`src/rtl/den_giao_thong.sv`:
```
// Two-way traffic-light controller: Moore FSM with a 16-bit per-phase counter,
// sequencing A green/yellow, all-red, B green/yellow, all-red.
module den_giao_thong #(
    parameter int GREEN_CYCLES  = 8,
    parameter int YELLOW_CYCLES = 3,
    parameter int ALLRED_CYCLES = 1
) (
    input  logic       clk,
    input  logic       rst_n,
    output logic [2:0] street_a,
    output logic [2:0] street_b
);

    typedef enum logic [2:0] {
        A_GREEN  = 3'd0,
        A_YELLOW = 3'd1,
        RED_AB   = 3'd2,
        B_GREEN  = 3'd3,
        B_YELLOW = 3'd4,
        RED_BA   = 3'd5
    } state_t;

    localparam logic [2:0] LAMP_R = 3'b100;
    localparam logic [2:0] LAMP_Y = 3'b010;
    localparam logic [2:0] LAMP_G = 3'b001;

    // Terminal count per phase; a phase of duration D ends when cnt == D-1.
    localparam logic [15:0] G_LAST = 16'(GREEN_CYCLES - 1);
    localparam logic [15:0] Y_LAST = 16'(YELLOW_CYCLES - 1);
    localparam logic [15:0] R_LAST = 16'(ALLRED_CYCLES - 1);

    state_t      state, state_nxt, succ;
    logic [15:0] cnt, cnt_nxt, last;
    logic        legal;

    // rst_n is active-high despite its name.
    always_ff @(posedge clk) begin
        if (rst_n) begin
            state <= A_GREEN;
            cnt   <= '0;
        end else begin
            state <= state_nxt;
            cnt   <= cnt_nxt;
        end
    end

    always_comb begin
        state_nxt = state;
        cnt_nxt   = cnt + 16'd1;
        succ      = A_GREEN;
        last      = '0;
        legal     = 1'b1;
        street_a  = LAMP_R;
        street_b  = LAMP_R;

        case (state)
            A_GREEN: begin
                last     = G_LAST;
                succ     = A_YELLOW;
                street_a = LAMP_G;
            end
            A_YELLOW: begin
                last     = Y_LAST;
                succ     = RED_AB;
                street_a = LAMP_Y;
            end
            RED_AB: begin
                last = R_LAST;
                succ = B_GREEN;
            end
            B_GREEN: begin
                last     = G_LAST;
                succ     = B_YELLOW;
                street_b = LAMP_G;
            end
            B_YELLOW: begin
                last     = Y_LAST;
                succ     = RED_BA;
                street_b = LAMP_Y;
            end
            RED_BA: begin
                last = R_LAST;
                succ = A_GREEN;
            end
            // Unused encodings show all-red and fall back to the start of the cycle.
            default: legal = 1'b0;
        endcase

        if (!legal) begin
            state_nxt = A_GREEN;
            cnt_nxt   = '0;
        end else if (cnt == last) begin
            state_nxt = succ;
            cnt_nxt   = '0;
        end
    end

endmodule

```
`config.mk`:
```
export PLATFORM = sky130hd
export DESIGN_NAME = den_giao_thong
export DESIGN_NICKNAME = d
export VERILOG_FILES = /design/src/rtl/den_giao_thong.sv
export SDC_FILE = /design/constraint.sdc
export NUM_CORES = 1
export LEC_CHECK = 0
export CAP_MARGIN = 30
export CORE_MARGIN = 2
export CORE_UTILIZATION = 55
export DETAILED_ROUTE_END_ITERATION = 12
export PLACE_DENSITY = 0.77
export SETUP_SLACK_MARGIN = 0.15
export SYNTH_ARGS = -nofsm -noshare
export SYNTH_HDL_FRONTEND = slang
export SYNTH_SLANG_ARGS = --single-unit
```
`constraint.sdc`:
```
create_clock -name clk -period 2.05 [get_ports clk]
set_input_delay 0.3075 -clock clk [delete_from_list [all_inputs] [get_ports clk]]
set_output_delay 0.3075 -clock clk [all_outputs]
set_load 0.03 [all_outputs]
```
==> impl_metrics.json, run 1 <==
{
  "slew_headroom_pct": 76.59,
  "finalSetupViolations": 0,
  "design.die.area_mm2": 0.002122,
  "drtPass1Iterations": 4,
  "ir_worst_vdd_uv": 389.6,
  "arrival_ns": 2.06,
  "dieHeight_um": 46.07,
  "synth.most_common_cell": "dfxtp_1",
  "synthFlopType": "dfxtp_1",
  "synth_area_leader_cell": "dfxtp_1",
  "r2r_cells": 5,
  "finalHoldViolCount": 0,
  "synth.distinct_cells": 30,
  "r2r_end": "state[0]",
  "crit_path_end": "state[0]",
  "r2r-start": "state[0]",
  "numPortBuffers": 7,
  "avgViaCountPerCell": 5.537,
  "critPathLaunchType": "flop",
  "ctsRootBufferMaster": "clkbuf_4",
  "finalWorstSetupSlack_ns": 0.2169,
  "crit_chain": "xor2_1 > or3_4 > a211o_1 > or3_1 > a21boi_1",
  "hp-class": "reg2reg",
  "clk_pin_slew_ns": 0.11,
  "power_frac_clock_pct": 30.9,
  "yosysWarnings": 0,
  "ys_ff_latch": 19,
  "htreeDepth": 1,
  "synth_area_um2": 973.4,
  "outcome": "completed",
  "dieWidth_um": 46.07,
  "cts_tree": "built",
  "postCtsHoldBufs": 0,
  "p_switching_mw": 0.1428,
  "preCtsSetupSlack_ns": 0.1443,
  "drtIter0Drc": 12,
  "fin_nets": 123,
  "fill_cells": 150,
  "grt_antenna_before_repair": 0,
  "grt_max_degree": 11,
  "finalCritPeriodShare_pct": 89.42,
  "wl_per_cell_um": 12.99,
  "final.setup.tns_ns": 0,
  "synthArstFlopShare_pct": 0,
  "drive_above_1_share_pct": 19.33,
  "synthToLayoutAreaGrowth_pct": 10.28,
  "final_core_util_pct": 63.56,
  "core_area_mm2": 0.001689,
  "powerDensity_mw_per_mm2": 568.5,
  "cts_sinks": 19,
  "internal_power_mw": 0.4675,
  "synth_area_per_cell_um2": 8.931,
  "grt_overflow_total": 0,
  "drc": 0,
  "synth_nets": 112,
  "finalWirelength_mm": 1.766,
  "startpoint": "state[0]",
  "drtAntennaViolNets": 0,
  "rsz0062_at_grt": "true",
  "syn_inst": 109,
  "leakagePower_nw": 0.3899,
  "min_period_ns": 1.833,
  "hpwl_mm": 1.330,
  "cp_slowest_stage_delay_ns": 0.40,
  "maxSlewViolCount": 0,
  "fin_skew_ns": 0.008043,
  "synth_area_leaders": "dfxtp_1 39%, xor2_1 9.9%, nor2_2 6.4%",
  "worstPathMaxFanout": 8,
  "clk_latency_ns": 0.30,
  "cp.required_ns": 2.28,
  "post_cts_buffers": 0,
  "ios": 8,
  "slowest_stage": "or3_4",
  "synth_top_area_share_pct": 39.07,
  "numCtsBuffers": 3,
  "crit_type": "reg2reg",
  "synthTopCellsByCount": "19 x dfxtp_1, 14 x nor2_1, 11 x xor2_1",
  "initial_core_util_pct": 57.63,
  "rrSetupSlack_ns": 0.22,
  "fp-row-count": 15,
  "place_congestion": 0.7940,
  "cp-end-kind": "flop",
  "switching_share_pct": 23.40,
  "drv_cap": 0,
  "grt_pass1_wl_mm": 2.898,
  "tightest_slew_ns": 0.3480,
  "yosysSeqAreaShare_pct": 39.07,
  "n_antenna_cell": 0,
  "seqPwrFrac_pct": 62.7,
  "grt_pass1_vias": 705,
  "fmaxAchievable_mhz": 545.5,
  "p_comb_share_pct": 6.4,
  "clock_path_buffers": 2,
  "synth-edff-count": 0,
  "track_usage_pct": 19.52,
  "vias": 753
}
## flip-flops by register name, summed over array words and instances, names as in the netlist
register / count
state: 3
cnt: 16
## cells by family after synthesis
group / Yosys count / share of synthesized area (%)
XOR/XNOR: 17 / 15.30
AND/OR/NAND/NOR: 57 / 31.11
adder cells (fa/ha/maj): 1 / 1.285
multiplexers: 2 / 2.057
buffers and inverters: 6 / 4.242
AO/OA/AOI/OAI: 7 / 6.940
flip-flops: 19 / 39.07
## final cells by class
cell class / count / area (um2) / area share [%]
multi-input combinational: 84 / 551.8 / 51.40
sequential: 19 / 382.9 / 35.66
timing repair buffer: 9 / 80.08 / 7.459
clock buffer: 4 / 26.28 / 2.448
tap: 17 / 21.27 / 1.981
inverter: 3 / 11.26 / 1.049
## per-layer routing
metal | wire length, um | GRT usage, %
met1 | 807 | 21.45
met4 | 57 | 14.86
met3 | 47 | 5.098
met2 | 853 | 31.67
met5 | 0 | 0
## power by group through the flow
| stage | logic [mW] | registers (mW) | clock network (mW) |
|---|---|---|---|
| after detailed placement | 0.0399 | 0.391 | 0 |
| final | 0.0393 | 0.383 | 0.188 |
| after global routing | 0.0428 | 0.384 | 0.212 |
| after global placement | 0.0387 | 0.390 | 0 |
| after CTS | 0.0395 | 0.383 | 0.193 |
| after floorplan | 0.0314 | 0.389 | 0 |
## worst max-delay path, delay by kind of cell, from the launching register on
| family | cells | cell delay, ns |
|---|---|---|
| AND/OR/NAND/NOR | 2 | 0.75 |
| AO/OA/AOI/OAI | 2 | 0.46 |
| XOR/XNOR | 1 | 0.19 |
| flip-flops | 1 | 0.38 |
## timing repair
action	4_1_cts	5_1_grt
setup endpoints to repair	7	2
endpoints found under the hold margin	0	0
pin swaps	0	0
gates resized for setup	8	2
## worst min path at each step
stage / startpoint / end / slack [ns] / cells after the start
after floorplan: rst_n / state[2] / 0.38 / 1
after global placement: cnt[0] / cnt[0] / 0.46 / 1
after detailed placement: cnt[0] / cnt[0] / 0.47 / 1
after CTS: cnt[0] / cnt[0] / 0.49 / 1
after global routing: cnt[0] / cnt[0] / 0.54 / 1
final: cnt[0] / cnt[0] / 0.50 / 1
## stage by stage
stage / hold slack, ns / power, mW / instances / instance area, um2
after detailed placement: 0.4672 / 0.4311 / 132 / 1050
after floorplan: 0.3799 / 0.4202 / 109 / 973.4
after global placement: 0.4597 / 0.4291 / 132 / 1050
final: 0.4966 / 0.6103 / 136 / 1074
after CTS: 0.4943 / 0.6148 / 136 / 1071
after global routing: 0.5357 / 0.6388 / 136 / 1074
## cell usage in the layout, fill, tap and decap left out, types with 2 or more instances in the layout
master	Yosys	routed
nor2_1	14	14
dfxtp_1	19	17
inv_1	3	3
xnor2_1	6	6
nand3_1	3	3
nor3_1	3	3
nand4_1	5	5
xor2_1	11	11
dfxtp_2	0	2
buf_4	1	2
nand2_1	8	8
and2_1	2	2
nor4_1	3	3
or2_2	2	2
clkdlybuf4s15_1	0	2
dlygate4sd2_1	0	4
mux2i_1	2	2
nor2b_1	2	2
clkbuf_4	0	3
nor2_2	10	10
No activity file was read; power rests on OpenSTA's default activity.
==> run 2, diff against run 1 <==
Settings changed: CORE_MARGIN 2 to 1.5, MAX_ROUTING_LAYER set to met4.
==> run 2 against run 1 <==
Against the previous run: register-to-register slack barely moved; highest routed layer unchanged; sequential power is essentially flat; power is 1.0% lower; setup slack better by 0.0014 ns.
==> impl_metrics.json, run 2 (synthesis gave the netlist of run 1 again) <==
{
  "outcome": "completed",
  "place_congestion": 0.7864,
  "critPathLaunchType": "flop",
  "ir_worst_vdd_uv": 342.9,
  "grt_pass1_vias": 706,
  "hpwl_mm": 1.330,
  "final_cell_mix": "17 x dfxtp_1, 14 x nor2_1, 11 x xor2_1, 10 x nor2_2, 8 x nand2_1",
  "initial_core_util_pct": 57.63,
  "finalWirelength_mm": 1.732,
  "post_cts_buffers": 0,
  "finalHoldViolCount": 0,
  "avgViaCountPerCell": 5.625,
  "finalSetupViolations": 0,
  "grt_overflow_total": 0,
  "cts_sinks": 19,
  "dieHeight_um": 45.07,
  "cts_tree": "built",
  "hp-class": "reg2reg",
  "drive_above_1_share_pct": 19.33,
  "rsz0062_at_grt": "false",
  "slew_headroom_pct": 76.68,
  "largest_register_ffs": 16,
  "track_usage_pct": 19.78,
  "design.die.area_mm2": 0.002031,
  "vias": 765,
  "drv_cap": 0,
  "crit_type": "reg2reg",
  "fill_cells": 148,
  "largest_register": "cnt",
  "leakagePower_nw": 0.3899,
  "numCtsBuffers": 3,
  "ios": 8,
  "core_area_mm2": 0.001689,
  "cp.required_ns": 2.27,
  "grt_pass1_wl_mm": 2.801,
  "tightest_slew_ns": 0.3466,
  "drtIter0Drc": 16,
  "htreeDepth": 1,
  "dieWidth_um": 45.07,
  "min_period_ns": 1.832,
  "worstPathMaxFanout": 8,
  "clk_latency_ns": 0.29,
  "final_common_cell": "dfxtp_1",
  "maxSlewViolCount": 0,
  "drtPass1Iterations": 4,
  "clk_pin_slew_ns": 0.10,
  "finalCritPeriodShare_pct": 89.35,
  "arrival_ns": 2.05,
  "final.setup.tns_ns": 0,
  "ctsRootBufferMaster": "clkbuf_4",
  "numPortBuffers": 7,
  "grt_max_degree": 11,
  "grt_antenna_before_repair": 0,
  "fin_skew_ns": 0.006773,
  "clock_path_buffers": 2,
  "powerDensity_mw_per_mm2": 562.8,
  "wl_per_cell_um": 12.74,
  "largestRegisters": "cnt: 16 flops, state: 3 flops",
  "fmaxAchievable_mhz": 545.9,
  "totalPowerFinal_mw": 0.6041,
  "synthToLayoutAreaGrowth_pct": 10.28,
  "drc": 0,
  "fp-row-count": 15,
  "cp-end-kind": "flop",
  "fin_nets": 123,
  "preCtsSetupSlack_ns": 0.1512,
  "finalWorstSetupSlack_ns": 0.2183,
  "drtAntennaViolNets": 0,
  "n_antenna_cell": 0
}
run 2: per-stage QoR:
step / hold WS, ns / instances / instance area [um2] / util [%]
finish: 0.4876 / 136 / 1074 / 63.56
global route: 0.5308 / 136 / 1074 / 63.56
CTS: 0.4930 / 136 / 1070 / 63.33
detailed placement: 0.4672 / 132 / 1050 / 62.15
global placement: 0.4597 / 132 / 1050 / 62.15
floorplan: 0.3799 / 109 / 973.4 / -
run 2: final cells by class:
cell class              count  area, um2  share of cell area (%)
clock buffers               4      26.28                   2.448
well taps                  17      21.27                   1.981
flip-flops and latches     19      382.9                   35.66
multi-input cells          84      551.8                   51.40
inverters                   3      11.26                   1.049
repair buffers              9      80.08                   7.459
run 2: metal layers:
layer / wire [um] / up-vias / GRT usage [%]
met1: 758 / 357 / 22.08
met3: 57 / 6 / 3.600
met2: 862 / 16 / 32.00
met4: 54 / 0 / 12.94
li1: - / 386 / -
met5: 0 / - / -
run 2: worst max-delay path, stage by stage, from the launching register on:
cell and delay [ns]:
dfxtp_2 0.38, xor2_1 0.19, or3_4 0.39, a211o_1 0.30, or3_1 0.35, a21boi_1 0.15
run 2: worst paths after layout:
kind	startpoint	endpoint	slack, ns	cells after the start
max	state[0]	state[0]	0.22	5
min	cnt[0]	cnt[0]	0.49	1
max reg2reg	state[0]	state[0]	0.22	5
min reg2reg	cnt[0]	cnt[0]	0.49	1
run 2: repair_timing:
item / 4_1_cts / 5_1_grt
gates resized for setup: 7 / 3
hold buffers: 0 / 0
endpoints found under the setup margin: 7 / 20
run 2: power by group:
part	internal, mW	switching, mW
registers	0.375	0.00749
logic	0.0167	0.0227
clock network	0.0757	0.107
total	0.467	0.137
